--- src/rtl/pipe_hazard_ctrl_if.sv ---
`default_nettype none
// +----------------------------------------------------------------------------+
// | pipe_hazard_ctrl_if : hazard inputs and stage command outputs              |
// | Revision: 1.0                                                              |
// +----------------------------------------------------------------------------+
interface pipe_hazard_ctrl_if #(
  parameter int CNT_W = 32
);
  logic             mem_req_i;
  logic             mem_ack_i;
  logic             ex_redirect_i;
  logic             ex_is_load_i;
  logic [4:0]       ex_rd_addr_i;
  logic [4:0]       id_rs1_addr_i;
  logic [4:0]       id_rs2_addr_i;
  logic             id_rs1_used_i;
  logic             id_rs2_used_i;
  logic [1:0]       ctrl_pc_o;
  logic [1:0]       ctrl_if_id_o;
  logic [1:0]       ctrl_id_ex_o;
  logic [1:0]       ctrl_ex_mem_o;
  logic [1:0]       ctrl_mem_wb_o;
  logic             mem_timeout_o;
  logic             mem_err_o;
  logic [CNT_W-1:0] stall_cnt_o;

  // Pipeline side: supplies hazard status, consumes stage commands
  modport master (
    output mem_req_i, mem_ack_i, ex_redirect_i, ex_is_load_i, ex_rd_addr_i,
           id_rs1_addr_i, id_rs2_addr_i, id_rs1_used_i, id_rs2_used_i,
    input  ctrl_pc_o, ctrl_if_id_o, ctrl_id_ex_o, ctrl_ex_mem_o, ctrl_mem_wb_o,
           mem_timeout_o, mem_err_o, stall_cnt_o
  );

  modport slave (
    input  mem_req_i, mem_ack_i, ex_redirect_i, ex_is_load_i, ex_rd_addr_i,
           id_rs1_addr_i, id_rs2_addr_i, id_rs1_used_i, id_rs2_used_i,
    output ctrl_pc_o, ctrl_if_id_o, ctrl_id_ex_o, ctrl_ex_mem_o, ctrl_mem_wb_o,
           mem_timeout_o, mem_err_o, stall_cnt_o
  );
endinterface
`default_nettype wire

--- src/rtl/pipe_hazard_ctrl.sv ---
`default_nettype none
// +----------------------------------------------------------------------------+
// | pipe_hazard_ctrl : stall/bubble sequencer with memory watchdog             |
// | Revision: 1.0                                                              |
// +----------------------------------------------------------------------------+
module pipe_hazard_ctrl #(
  parameter int MEM_TIMEOUT = 256,
  parameter int CNT_W       = 32
) (
  input  wire logic         clk,
  input  wire logic         rst,
  pipe_hazard_ctrl_if.slave hz
);

  localparam int                WAIT_W             = $clog2(MEM_TIMEOUT + 1);
  localparam logic [WAIT_W-1:0] WAIT_MAX           = WAIT_W'(MEM_TIMEOUT);
  localparam logic [CNT_W-1:0]  CNT_MAX            = {CNT_W{1'b1}};
  localparam logic [1:0]        CTRL_STATE_DEFAULT = 2'd0;
  localparam logic [1:0]        CTRL_STATE_BLOCK   = 2'd1;
  localparam logic [1:0]        CTRL_STATE_BUBBLE  = 2'd2;

  typedef enum logic [0:0] {
    ST_RUN      = 1'b0,
    ST_MEM_WAIT = 1'b1
  } state_t;

  state_t            state_q, state_d;
  logic [WAIT_W-1:0] wait_cnt_q, wait_cnt_d;
  logic              mem_err_q, mem_err_d;
  logic [CNT_W-1:0]  stall_cnt_q, stall_cnt_d;

  logic       timeout_hit;
  logic       mem_stall;
  logic       load_use;
  logic [1:0] ctrl_pc, ctrl_if_id, ctrl_id_ex, ctrl_ex_mem, ctrl_mem_wb;

  always_comb begin
    // Reset suppresses the watchdog so an abandoned wait raises nothing
    timeout_hit = hz.mem_req_i & ~hz.mem_ack_i & (wait_cnt_q == WAIT_MAX) & ~rst;
    mem_stall   = hz.mem_req_i & ~hz.mem_ack_i & ~timeout_hit;
    load_use    = hz.ex_is_load_i & (hz.ex_rd_addr_i != 5'd0) &
                  ((hz.id_rs1_used_i & (hz.id_rs1_addr_i == hz.ex_rd_addr_i)) |
                   (hz.id_rs2_used_i & (hz.id_rs2_addr_i == hz.ex_rd_addr_i)));

    ctrl_pc     = CTRL_STATE_DEFAULT;
    ctrl_if_id  = CTRL_STATE_DEFAULT;
    ctrl_id_ex  = CTRL_STATE_DEFAULT;
    ctrl_ex_mem = CTRL_STATE_DEFAULT;
    ctrl_mem_wb = CTRL_STATE_DEFAULT;
    if (rst) begin
      ctrl_pc     = CTRL_STATE_BUBBLE;
      ctrl_if_id  = CTRL_STATE_BUBBLE;
      ctrl_id_ex  = CTRL_STATE_BUBBLE;
      ctrl_ex_mem = CTRL_STATE_BUBBLE;
      ctrl_mem_wb = CTRL_STATE_BUBBLE;
    end else if (mem_stall) begin
      ctrl_pc     = CTRL_STATE_BLOCK;
      ctrl_if_id  = CTRL_STATE_BLOCK;
      ctrl_id_ex  = CTRL_STATE_BLOCK;
      ctrl_ex_mem = CTRL_STATE_BLOCK;
      ctrl_mem_wb = CTRL_STATE_BUBBLE;
    end else if (hz.ex_redirect_i) begin
      ctrl_if_id  = CTRL_STATE_BUBBLE;
      ctrl_id_ex  = CTRL_STATE_BUBBLE;
    end else if (load_use) begin
      ctrl_pc     = CTRL_STATE_BLOCK;
      ctrl_if_id  = CTRL_STATE_BLOCK;
      ctrl_id_ex  = CTRL_STATE_BUBBLE;
    end

    // Ack, timeout or a dropped request all end the wait in one step
    state_d    = mem_stall ? ST_MEM_WAIT : ST_RUN;
    wait_cnt_d = '0;
    if (mem_stall) begin
      wait_cnt_d = (state_q == ST_RUN) ? WAIT_W'(1) : wait_cnt_q + WAIT_W'(1);
    end

    mem_err_d   = mem_err_q | timeout_hit;
    stall_cnt_d = stall_cnt_q;
    if ((ctrl_pc != CTRL_STATE_DEFAULT) && (stall_cnt_q != CNT_MAX)) begin
      stall_cnt_d = stall_cnt_q + CNT_W'(1);
    end
  end

  always_ff @(posedge clk) begin
    if (rst) begin
      state_q     <= ST_RUN;
      wait_cnt_q  <= '0;
      mem_err_q   <= 1'b0;
      stall_cnt_q <= '0;
    end else begin
      state_q     <= state_d;
      wait_cnt_q  <= wait_cnt_d;
      mem_err_q   <= mem_err_d;
      stall_cnt_q <= stall_cnt_d;
    end
  end

  assign hz.ctrl_pc_o     = ctrl_pc;
  assign hz.ctrl_if_id_o  = ctrl_if_id;
  assign hz.ctrl_id_ex_o  = ctrl_id_ex;
  assign hz.ctrl_ex_mem_o = ctrl_ex_mem;
  assign hz.ctrl_mem_wb_o = ctrl_mem_wb;
  assign hz.mem_timeout_o = timeout_hit;
  assign hz.mem_err_o     = mem_err_q;
  assign hz.stall_cnt_o   = stall_cnt_q;

endmodule
`default_nettype wire

--- src/flat_wrapper.sv ---
// flat-port wrapper written by rule: the top's interface ports become plain ports
module pipe_hazard_ctrl_flat 
#(
  parameter int MEM_TIMEOUT = 256,
  parameter int CNT_W       = 32
)
  (clk, rst, hz_mem_req_i, hz_mem_ack_i, hz_ex_redirect_i, hz_ex_is_load_i, hz_ex_rd_addr_i, hz_id_rs1_addr_i, hz_id_rs2_addr_i, hz_id_rs1_used_i, hz_id_rs2_used_i, hz_ctrl_pc_o, hz_ctrl_if_id_o, hz_ctrl_id_ex_o, hz_ctrl_ex_mem_o, hz_ctrl_mem_wb_o, hz_mem_timeout_o, hz_mem_err_o, hz_stall_cnt_o);
  pipe_hazard_ctrl_if #(.CNT_W(CNT_W)) hz_i ();
  input  wire logic clk;
  input  wire logic rst;
  input wire logic [$bits(hz_i.mem_req_i)-1:0] hz_mem_req_i;
  input wire logic [$bits(hz_i.mem_ack_i)-1:0] hz_mem_ack_i;
  input wire logic [$bits(hz_i.ex_redirect_i)-1:0] hz_ex_redirect_i;
  input wire logic [$bits(hz_i.ex_is_load_i)-1:0] hz_ex_is_load_i;
  input wire logic [$bits(hz_i.ex_rd_addr_i)-1:0] hz_ex_rd_addr_i;
  input wire logic [$bits(hz_i.id_rs1_addr_i)-1:0] hz_id_rs1_addr_i;
  input wire logic [$bits(hz_i.id_rs2_addr_i)-1:0] hz_id_rs2_addr_i;
  input wire logic [$bits(hz_i.id_rs1_used_i)-1:0] hz_id_rs1_used_i;
  input wire logic [$bits(hz_i.id_rs2_used_i)-1:0] hz_id_rs2_used_i;
  output wire logic [$bits(hz_i.ctrl_pc_o)-1:0] hz_ctrl_pc_o;
  output wire logic [$bits(hz_i.ctrl_if_id_o)-1:0] hz_ctrl_if_id_o;
  output wire logic [$bits(hz_i.ctrl_id_ex_o)-1:0] hz_ctrl_id_ex_o;
  output wire logic [$bits(hz_i.ctrl_ex_mem_o)-1:0] hz_ctrl_ex_mem_o;
  output wire logic [$bits(hz_i.ctrl_mem_wb_o)-1:0] hz_ctrl_mem_wb_o;
  output wire logic [$bits(hz_i.mem_timeout_o)-1:0] hz_mem_timeout_o;
  output wire logic [$bits(hz_i.mem_err_o)-1:0] hz_mem_err_o;
  output wire logic [$bits(hz_i.stall_cnt_o)-1:0] hz_stall_cnt_o;
  assign hz_i.mem_req_i = hz_mem_req_i;
  assign hz_i.mem_ack_i = hz_mem_ack_i;
  assign hz_i.ex_redirect_i = hz_ex_redirect_i;
  assign hz_i.ex_is_load_i = hz_ex_is_load_i;
  assign hz_i.ex_rd_addr_i = hz_ex_rd_addr_i;
  assign hz_i.id_rs1_addr_i = hz_id_rs1_addr_i;
  assign hz_i.id_rs2_addr_i = hz_id_rs2_addr_i;
  assign hz_i.id_rs1_used_i = hz_id_rs1_used_i;
  assign hz_i.id_rs2_used_i = hz_id_rs2_used_i;
  assign hz_ctrl_pc_o = hz_i.ctrl_pc_o;
  assign hz_ctrl_if_id_o = hz_i.ctrl_if_id_o;
  assign hz_ctrl_id_ex_o = hz_i.ctrl_id_ex_o;
  assign hz_ctrl_ex_mem_o = hz_i.ctrl_ex_mem_o;
  assign hz_ctrl_mem_wb_o = hz_i.ctrl_mem_wb_o;
  assign hz_mem_timeout_o = hz_i.mem_timeout_o;
  assign hz_mem_err_o = hz_i.mem_err_o;
  assign hz_stall_cnt_o = hz_i.stall_cnt_o;
  pipe_hazard_ctrl #(.MEM_TIMEOUT(MEM_TIMEOUT), .CNT_W(CNT_W)) u_core (.clk(clk), .rst(rst), .hz(hz_i));
endmodule
--- config.mk ---
export PLATFORM = sky130hd
export DESIGN_NAME = pipe_hazard_ctrl_flat
export DESIGN_NICKNAME = d
export VERILOG_FILES = /design/src/rtl/pipe_hazard_ctrl_if.sv /design/src/rtl/pipe_hazard_ctrl.sv /design/src/flat_wrapper.sv
export SDC_FILE = /design/constraint.sdc
export NUM_CORES = 1
export LEC_CHECK = 0
export CORE_UTILIZATION = 45
export CTS_BUF_LIST = sky130_fd_sc_hd__clkbuf_4 sky130_fd_sc_hd__clkbuf_8
export DETAILED_ROUTE_END_ITERATION = 7
export HOLD_SLACK_MARGIN = 0.03
export PLACE_DENSITY = 0.78
export SLEW_MARGIN = 20
export SYNTH_ARGS = -nofsm -noshare
export SYNTH_HDL_FRONTEND = slang
export SYNTH_SLANG_ARGS = --single-unit
--- constraint.sdc ---
create_clock -name clk -period 2 [get_ports clk]
set_input_delay 0.3 -clock clk [delete_from_list [all_inputs] [get_ports clk]]
set_output_delay 0.3 -clock clk [all_outputs]
set_load 0.01 [all_outputs]
==> results of run 1 <==
-- metal layers --
metal,share of wire,routed length [um],vias to the layer above
met3,0.094,962,58
met4,0.046,468,0
li1,-,-,1348
met5,0,0,-
met2,0.50,5060,242
met1,0.36,3720,1530
-- path summary, 6_finish.rpt --
path | startpoint | to | slack, ns | cells past startpoint
setup / recovery | u_core.hz.stall_cnt_o[15]$_SDFFE_PP0P_ | u_core.hz.stall_cnt_o[29]$_SDFFE_PP0P_ | -0.21 | 7
hold / removal | u_core.hz.stall_cnt_o[31]$_SDFFE_PP0P_ | u_core.hz.stall_cnt_o[31]$_SDFFE_PP0P_ | 0.50 | 2
setup reg to reg | u_core.hz.stall_cnt_o[15]$_SDFFE_PP0P_ | u_core.hz.stall_cnt_o[29]$_SDFFE_PP0P_ | -0.21 | 7
hold reg to reg | u_core.hz.stall_cnt_o[31]$_SDFFE_PP0P_ | u_core.hz.stall_cnt_o[31]$_SDFFE_PP0P_ | 0.50 | 2
-- worst register-to-register path, cell delays in order (launching register included) --
cell,delay [ns]
dfxtp_2,0.35
nand3_2,0.09
or4_4,0.58
nor3_4,0.19
buf_4,0.16
nand2_4,0.05
or4_4,0.54
a21oi_2,0.19
-- cell usage after synthesis (4+ instances only) --
master | number | area, um2
nand3_1 | 18 | 90.1
buf_4 | 6 | 45.0
xor2_1 | 5 | 43.8
inv_1 | 5 | 18.8
and2_1 | 5 | 31.3
nor2b_1 | 5 | 31.3
clkbuf_1 | 4 | 15.0
o31ai_1 | 18 | 135
dfxtp_1 | 43 | 861
o21ai_0 | 10 | 50.1
nor4_1 | 5 | 31.3
or4_1 | 19 | 143
mux2_2 | 4 | 45.0
xnor2_1 | 12 | 105
and3_1 | 6 | 37.5
buf_6 | 4 | 45.0
a21oi_1 | 28 | 140
nor2_1 | 24 | 90.1
nand4_1 | 12 | 75.1
nand2_1 | 20 | 75.1
or3_1 | 7 | 43.8
-- state kept, by name, indices dropped and copies added, names as in the netlist --
signal                 count
u_core.wait_cnt_q          9
u_core.hz.stall_cnt_o     32
u_core.state_q             1
u_core.hz.mem_err_o        1
-- power by group --
group / internal, W / switching, W / leakage [nW]
Clock: 0.000268 / 0.000294 / 0.0452
Sequential: 0.000862 / 0.00000975 / 0.357
Combinational: 0.000172 / 0.000156 / 1.20
-- cell families (layout without fill, tap and decap cells) --
family / after synthesis / count (layout) / share of synthesized area
xor gates and xnor gates: 17 / 17 / 0.0604
buffers and inverters: 26 / 154 / 0.0665
AOI/OAI and AO/OA: 62 / 62 / 0.152
DFF: 43 / 43 / 0.349
muxes: 5 / 5 / 0.0223
and+or+nand+nor: 137 / 138 / 0.332
other: 1 / 1 / 0.00152
adders and majority gates: 3 / 3 / 0.0152
-- layout make-up --
cell class,count,share of cell area
multi-input cells,226,0.438
repair buffers,142,0.308
flip-flops and latches,43,0.209
well taps,70,0.0205
clock buffers,7,0.0197
inverters,5,0.00440
-- cell usage in the layout, fill, tap and decap left out, types with 5 or more instances in the layout --
cell type        synthesis  routed
buf_4                    6      61
clkdlybuf4s50_1          0      39
dfxtp_1                 43      24
nor2_1                  24      22
dfxtp_2                  0      17
a21oi_1                 28      15
nand2_1                 20      14
a21oi_2                  1      13
nand3_1                 18      13
nand4_1                 12      12
dlygate4sd2_1            0      12
or4_4                    1      11
buf_6                    4      11
xnor2_1                 12       9
or4_1                   19       9
o31ai_1                 18       9
o21ai_2                  0       7
nand3_2                  1       6
o31ai_4                  0       6
nor2b_1                  5       5
and3_1                   6       5
xor2_1                   5       5
and2_1                   5       5
or3_1                    7       5
clkbuf_8                 0       5
clkbuf_2                 3       5
-- per-stage QoR --
stage / cells / util
6_report: 493 / 0.819
5_1_grt: 493 / 0.819
4_1_cts: 483 / 0.747
3_5_place_dp: 457 / 0.669
3_3_place_gp: 457 / 0.669
2_1_floorplan: 294 / -
-- what timing repair did --
action / 4_1_cts / 5_1_grt
cloned: 5 / 2
pin swaps: 35 / 50
setup buffers: 14 / 13
endpoints found under the setup margin: 42 / 39
resized for setup: 85 / 96
==> run summary, run 1 <==
Share of layout cells above drive strength 1 - 0.470
Synthesized area - 2460 um2
Post-placement cell area - 3480 um2
Drt drc - 0
IO Port Bufs - 65
CP top delay family - simple AND/OR/NAND/NOR gates
Crit path largest cell delay - 0.57 ns
Root buf cell - clkbuf_8
Leakage - 1.60 nW
Area of the core - 5200 um2
Most frequent CP cell - or4_4
Global Route Usage Sum - 0.279
Clock Tree Buf Depth - 2
Vias in the first global route - 2780
Ys flop type - dfxtp_1
Gr ovfl total - 0
Multi-input logic area - 1870 um2
CTS sink count - 43
Num rows - 26
Vias - 3178
Crit Path Max Fanout - 3
CP Data Required Time - 2.23 ns
Worst-margin pin slew - 0.513 ns
Sequential area share after synthesis - 0.349
Fin area - 4260 um2
CTS tree - done
Seq cells post-synth - 43
WHS - 0.503 ns
Syn Inst Count - 294
Die width - 76.0 um
RSZ-0062 raised after global routing - yes
Skew final - 0.0142 ns
Die Area - 5770 um2
Clock latency on the worst-skew pair - 0.30 ns
Routed Antenna Nets - 0
Hold crit path type - reg2reg
Filler Cell Count - 285
Wirelength per Cell - 20.7 um
Largest net degree at the start of global routing - 44
Syn-to-layout area delta - 73.0%
Final min period - 2.21 ns
Final nets - 449
Hold_buf cts - 0
Met3 Use GR - 0.0455
Die H - 76.0 um
Worst-path cell chain - nand3_2 -> or4_4 -> nor3_4 -> buf_4 -> nand2_4 -> or4_4 -> a21oi_2
Hold Vio Cnt, Final - 0
Final Max Tran Viols - 0
GRT busiest layer - met2
Initial antenna violation count - 0
N_diodes - 0
Number of DRC markers in iteration 0 - 251
Pwr/cell area - 413 nW/um2
Setup WS post-layout - -0.207 ns
Setup WS pre-CTS - -0.587 ns
Setup violators final - 25
First-pass GRT wire length - 13100 um
Worst VDD drop - 312 uV
# IOs - 67
Max Cap Viol - 0
Final Power - 0.00176 W
DR pass1 iterations - 5
Synth cell types - 46
Ys async rst share - 0
Bufs and invs on worst path - 1
Relative slew slack - 0.658
Post-synth EDFFs - 0
Routability cong. - 0.810
CP Class - reg2reg
CP Capture Type - register
Grt met1 use - 0.339
Setup TNS after final layout - -2.07 ns
Startpoint types - register
Storage cell area - 890 um2
Syn Area/Cell - 8.38 um2
Worst-path clk slew - 0.09 ns
Post-DP HPWL - 4610 um
Failing checks - negative setup slack
Synth Warn # - 0
H-tree levels - 2
Drt total wl - 10200 um
Via/cell ratio - 6.45
FMAX - 453 MHz
Starting Density - 0.473
Syn Nets - 320
Run status - complete, but fails checks
Num CTS Buffers - 5
Crit share post-route - 1.10
CP max stage cell - or4_4
Met2 Usage GRT - 0.491
Critical Path AT - 2.44 ns
(Power assumes the default switching activity.)
==> run 2, diff against run 1 <==
CORE_UTILIZATION = 30   (was 45)
PLACE_DENSITY = 0.54   (was 0.78)
==> run summary, run 2 (same netlist as run 1, synthesis figures left out) <==
Run status - complete, but fails checks
CP Capture Type - register
# IOs - 67 (unchanged)
Clock latency on the worst-skew pair - 0.29 ns (about the same)
Worst-path clk slew - 0.09 ns (about the same)
Area of the core - 7850 um2 (+51%)
Setup TNS after final layout - -0.0339 ns (+2.03 ns)
Num rows - 32 (+23%)
Most frequent cells in the layout - buf_4 (62), clkdlybuf4s50_1 (40), dfxtp_1 (30)
Starting Density - 0.314 (-0.159)
CP Data Required Time - 2.22 ns (about the same)
Initial antenna violation count - 0 (unchanged)
Bufs and invs on worst path - 1 (unchanged)
Hold crit path type - reg2reg
N_diodes - 0 (unchanged)
Final min period - 2.02 ns (-0.190 ns)
DR pass1 iterations - 4 (-1)
Max Cap Viol - 0 (unchanged)
CP max stage cell - or4_4
Vias - 2682 (-16%)
CTS sink count - 43 (unchanged)
H-tree levels - 2 (unchanged)
Final nets - 446 (-0.67%)
IO Port Bufs - 65 (unchanged)
Multi-input logic area - 1640 um2 (-12%)
Routability cong. - 0.759 (-6.3%)
Startpoint types - register
Vias in the first global route - 2422 (-13%)
Routed Antenna Nets - 0 (unchanged)
Worst VDD drop - 291 uV (-6.9%)
CTS tree - done
FMAX - 496 MHz (+9.4%)
Crit path largest cell delay - 0.57 ns (about the same)
Filler Cell Count - 784 (+180%)
Core Util, Final - 0.512 (-0.307)
Num CTS Buffers - 5 (unchanged)
Die H - 92.6 um (+22%)
Root buf cell - clkbuf_8
Drt drc - 0 (unchanged)
Die Area - 8580 um2 (+49%)
Leakage - 1.53 nW (-4.8%)
Skew final - 0.00830 ns (-0.00594 ns)
Drt total wl - 7000 um (-31%)
Largest register FFs - 32 (unchanged)
Crit Path Max Fanout - 4 (+1)
First-pass GRT wire length - 11100 um (-16%)
Largest net degree at the start of global routing - 32 (-27%)
Critical Path AT - 2.24 ns (-0.20 ns)
Post-DP HPWL - 5000 um (+8.5%)
Clock Tree Buf Depth - 2 (unchanged)
Gr ovfl total - 0 (unchanged)
Pwr/cell area - 439 nW/um2 (+6.2%)
Crit share post-route - 1.01 (-0.0948)
Via/cell ratio - 5.13 (-20%)
Number of DRC markers in iteration 0 - 73 (-71%)
Failing checks - negative setup slack
Storage cell area - 882 um2 (-0.84%)
Most common cell after layout, fill and taps aside - buf_4
Hold Vio Cnt, Final - 0 (unchanged)
Worst-path cell chain - nand2_2 -> or4_4 -> nor3_4 -> buf_6 -> nand2_1 -> or4_1 -> a21oi_1
Global Route Usage Sum - 0.157 (-0.121)
Die width - 92.6 um (+22%)
Final Max Tran Viols - 0 (unchanged)
Setup violators final - 4 (-84%)
Wirelength per Cell - 13.4 um (-35%)
CP top delay family - simple AND/OR/NAND/NOR gates
CP Class - reg2reg
Syn-to-layout area delta - 63.2%
Setup WS post-layout - -0.0174 ns (+0.190 ns)
Share of layout cells above drive strength 1 - 0.375 (-0.0952)
RSZ-0062 raised after global routing - yes
-- run 2: layer usage --
metal	up-vias	track usage	share of wire	wire length, um
li1	1346	-	-	-
met1	1267	0.203	0.47	3280
met2	63	0.269	0.48	3340
met3	6	0.0287	0.045	314
met4	0	0.0423	0.0087	61
met5	-	0	0	0
-- run 2: cell type report --
type | count | share of cell area
multi-input cells | 226 | 0.407
repair buffers | 139 | 0.311
flip-flops and latches | 43 | 0.219
well taps | 102 | 0.0317
clock buffers | 8 | 0.0258
inverters | 5 | 0.00467
-- run 2: path summary, 6_finish.rpt --
kind                                              start                                     end  slack [ns]  cells after the start
setup / recovery  u_core.hz.stall_cnt_o[7]$_SDFFE_PP0P_  u_core.hz.stall_cnt_o[27]$_SDFFE_PP0P_       -0.02                      7
hold / removal                u_core.state_q$_SDFF_PP0_         u_core.wait_cnt_q[0]$_SDFF_PN0_        0.46                      1
setup reg to reg  u_core.hz.stall_cnt_o[7]$_SDFFE_PP0P_  u_core.hz.stall_cnt_o[27]$_SDFFE_PP0P_       -0.02                      7
hold reg to reg               u_core.state_q$_SDFF_PP0_         u_core.wait_cnt_q[0]$_SDFF_PN0_        0.46                      1
-- run 2: metrics by stage --
step | power, W | hold slack, ns | instance area (um2) | instances | setup WS [ns]
floorplan | 0.000991 | 0.435 | 2520 | 294 | -0.00747
global placement | 0.00112 | 0.448 | 3650 | 503 | -0.629
detailed placement | 0.00112 | 0.459 | 3650 | 503 | -0.635
CTS | 0.00175 | 0.464 | 3820 | 516 | -0.0748
global route | 0.00184 | 0.496 | 4020 | 523 | -0.0995
finish | 0.00177 | 0.456 | 4020 | 523 | -0.0174
-- run 2: where the power goes --
group	total, W	leakage [nW]	internal, W	switching, W
clock network	0.000631	0.0549	0.000329	0.000301
registers	0.000867	0.354	0.000862	0.00000548
logic	0.000268	1.12	0.000146	0.000122
total	0.00177	1.53	0.00134	0.000429
-- run 2: what timing repair did --
item	CTS	global route
buffers inserted	5	4
gates cloned	0	3
pin swaps	21	33
resized for setup	65	53
hold buffers	0	0
setup endpoints to repair	40	32
==> run 3, diff against run 2 <==
CORE_UTILIZATION = 24   (was 30)
PLACE_DENSITY = 0.45   (was 0.54)
==> run summary, run 3 (same netlist as run 1, synthesis figures left out) <==
Setup WS post-layout - -0.0642 ns (-0.0468 ns)
Routed Antenna Nets - 0 (unchanged)
Worst VDD drop - 244 uV (-16%)
Max Cap Viol - 0 (unchanged)
CP max stage cell - or4_4
Final Max Tran Viols - 0 (unchanged)
Hold crit path type - reg2reg
CP Capture Type - register
Vias in the first global route - 2584 (+6.7%)
Largest register FFs - 32 (unchanged)
RSZ-0062 raised after global routing - yes
End of the worst hold path - u_core.wait_cnt_q[0]$_SDFF_PN0_
Starting Density - 0.250 (-0.0642)
Worst-path cell chain - nand3_2 -> or4_4 -> nor3_4 -> buf_6 -> nand2_2 -> or4_1 -> a21oi_1
Num CTS Buffers - 5 (unchanged)
Via/cell ratio - 4.77 (-7.1%)
Hold path depth - 1 (unchanged)
Filler Cell Count - 1015 (+29%)
CTS tree - done
CP Data Required Time - 2.23 ns (about the same)
Post-placement cell area - 3710 um2 (+1.5%)
DR pass1 iterations - 4 (unchanged)
Die width - 103 um (+12%)
Root buf cell - clkbuf_8
Initial antenna violation count - 0 (unchanged)
Post-placement cell count - 538 (+7.0%)
Run status - complete, but fails checks
Setup TNS after final layout - -0.147 ns (-0.113 ns)
Bufs and invs on worst path - 1 (unchanged)
Fin area - 4060 um2 (+0.87%)
Global Route Usage Sum - 0.147 (-0.0101)
CP Class - reg2reg
Skew final - 0.00551 ns (-0.00279 ns)
Failing checks - negative setup slack
IO Port Bufs - 65 (unchanged)
Worst reg2reg path startpoint - u_core.hz.stall_cnt_o[16]$_SDFFE_PP0P_
Die Area - 10700 um2 (+24%)
First-pass GRT wire length - 12200 um (+10%)
Clock latency on the worst-skew pair - 0.30 ns (about the same)
Num rows - 36 (+13%)
Reg2Reg Setup Slack - -0.06 ns (-0.05 ns)
Crit path largest cell delay - 0.53 ns (-0.04 ns)
Setup violators final - 3 (-1)
WHS - 0.443 ns (-0.0135 ns)
Critical Path AT - 2.29 ns (+0.05 ns)
Startpoint types - register
Crit Path Max Fanout - 3 (-1)
Final nets - 453 (+1.6%)
CTS sink count - 43 (unchanged)
Setup WS pre-CTS - -0.640 ns (-0.00550 ns)
Post-DP HPWL - 5220 um (+4.6%)
Syn-to-layout area delta - 64.7%
Worst Reg-to-Reg Cells - 7 (unchanged)
Crit share post-route - 1.03 (+0.0234)
Final min period - 2.06 ns (+0.0468 ns)
H-tree levels - 2 (unchanged)
Hold Vio Cnt, Final - 0 (unchanged)
Leakage - 1.53 nW (+0.22%)
FMAX - 484 MHz (-2.3%)
Most common cell after layout, fill and taps aside - buf_4
Post-Layout Cell Count - 560 (+7.1%)
Number of DRC markers in iteration 0 - 99 (+36%)
Vias - 2669 (-0.48%)
Clock Tree Buf Depth - 2 (unchanged)
FF-to-FF End - u_core.hz.stall_cnt_o[29]$_SDFFE_PP0P_
Routability cong. - 0.726 (-4.4%)
Wirelength per Cell - 13.4 um (+0.41%)
Area of the core - 9860 um2 (+26%)
Drt total wl - 7520 um (+7.5%)
Most frequent cells in the layout - buf_4 (70), clkdlybuf4s50_1 (38), dfxtp_1 (29)
Hold_sp - u_core.state_q$_SDFF_PP0_
Die H - 103 um (+12%)
Drt drc - 0 (unchanged)
Hold_buf cts - 0 (unchanged)
Worst-path clk slew - 0.08 ns (about the same)
# IOs - 67 (unchanged)
Share of layout cells above drive strength 1 - 0.386 (+0.0111)
Pwr/cell area - 420 nW/um2 (-4.4%)
CP top delay family - simple AND/OR/NAND/NOR gates
N_diodes - 0 (unchanged)
Gr ovfl total - 0 (unchanged)
Largest net degree at the start of global routing - 36 (+13%)
==> run 3: cell count changes in the layout (fill, tap and decap cells not counted), moves of 3 or more <==
cell             delta
buf_4               +8
buf_6               +3
clkbuf_2            -3
clkdlybuf4s15_2     +4
dlygate4sd2_1       +6
o31ai_1             +3
o31ai_2             -3
==> run 3: layout make-up <==
cell class | instances | area (um2) | share of cell area
Clock buffer | 7 | 83.8 | 0.0207
Inverter | 5 | 18.8 | 0.00463
Multi-Input combinational cell | 226 | 1650 | 0.406
Sequential cell | 43 | 883 | 0.218
Tap cell | 133 | 166 | 0.0410
Timing Repair Buffer | 146 | 1260 | 0.310
==> run 3: how the worst max path moves through the flow <==
stage / startpoint / to / slack, ns / cells past startpoint
CTS: u_core.hz.stall_cnt_o[7]$_SDFFE_PP0P_ / u_core.hz.stall_cnt_o[29]$_SDFFE_PP0P_ / -0.08 / 7
floorplan: u_core.hz.stall_cnt_o[1]$_SDFFE_PP0P_ / u_core.hz.stall_cnt_o[7]$_SDFFE_PP0P_ / -0.007 / 9
global placement: hz_ex_rd_addr_i[1] / hz_ctrl_pc_o[0] / -0.63 / 7
detailed placement: hz_ex_rd_addr_i[0] / hz_ctrl_pc_o[0] / -0.64 / 8
global route: u_core.hz.stall_cnt_o[7]$_SDFFE_PP0P_ / u_core.hz.stall_cnt_o[29]$_SDFFE_PP0P_ / -0.14 / 7
finish: u_core.hz.stall_cnt_o[16]$_SDFFE_PP0P_ / u_core.hz.stall_cnt_o[29]$_SDFFE_PP0P_ / -0.06 / 7
==> run 3: repair_timing <==
action	4_1_cts	5_1_grt
endpoints found under the setup margin	40	35
cloned	2	0
buffers inserted	13	4
gates resized for setup	87	36
pin swaps	35	29
==> run 3: report_power, final <==
group,internal [W],leakage [nW],total [W],switching [W]
Sequential,0.000862,0.354,0.000867,0.00000514
Combinational,0.000139,1.13,0.000261,0.000121
Clock,0.000269,0.0452,0.000575,0.000307
==> run 3: metrics by stage <==
stage          power [W]   util
2_1_floorplan   0.000991      -
3_3_place_gp     0.00112  0.376
3_5_place_dp     0.00113  0.376
4_1_cts          0.00173  0.404
5_1_grt          0.00178  0.411
6_report         0.00170  0.411
==> run 3: metal layers <==
metal / GRT usage / vias up / wire length, um
met4: 0.0228 / 0 / 43
met5: 0 / - / 0
met3: 0.0269 / 5 / 281
li1: - / 1356 / -
met1: 0.187 / 1245 / 3570
met2: 0.264 / 63 / 3630
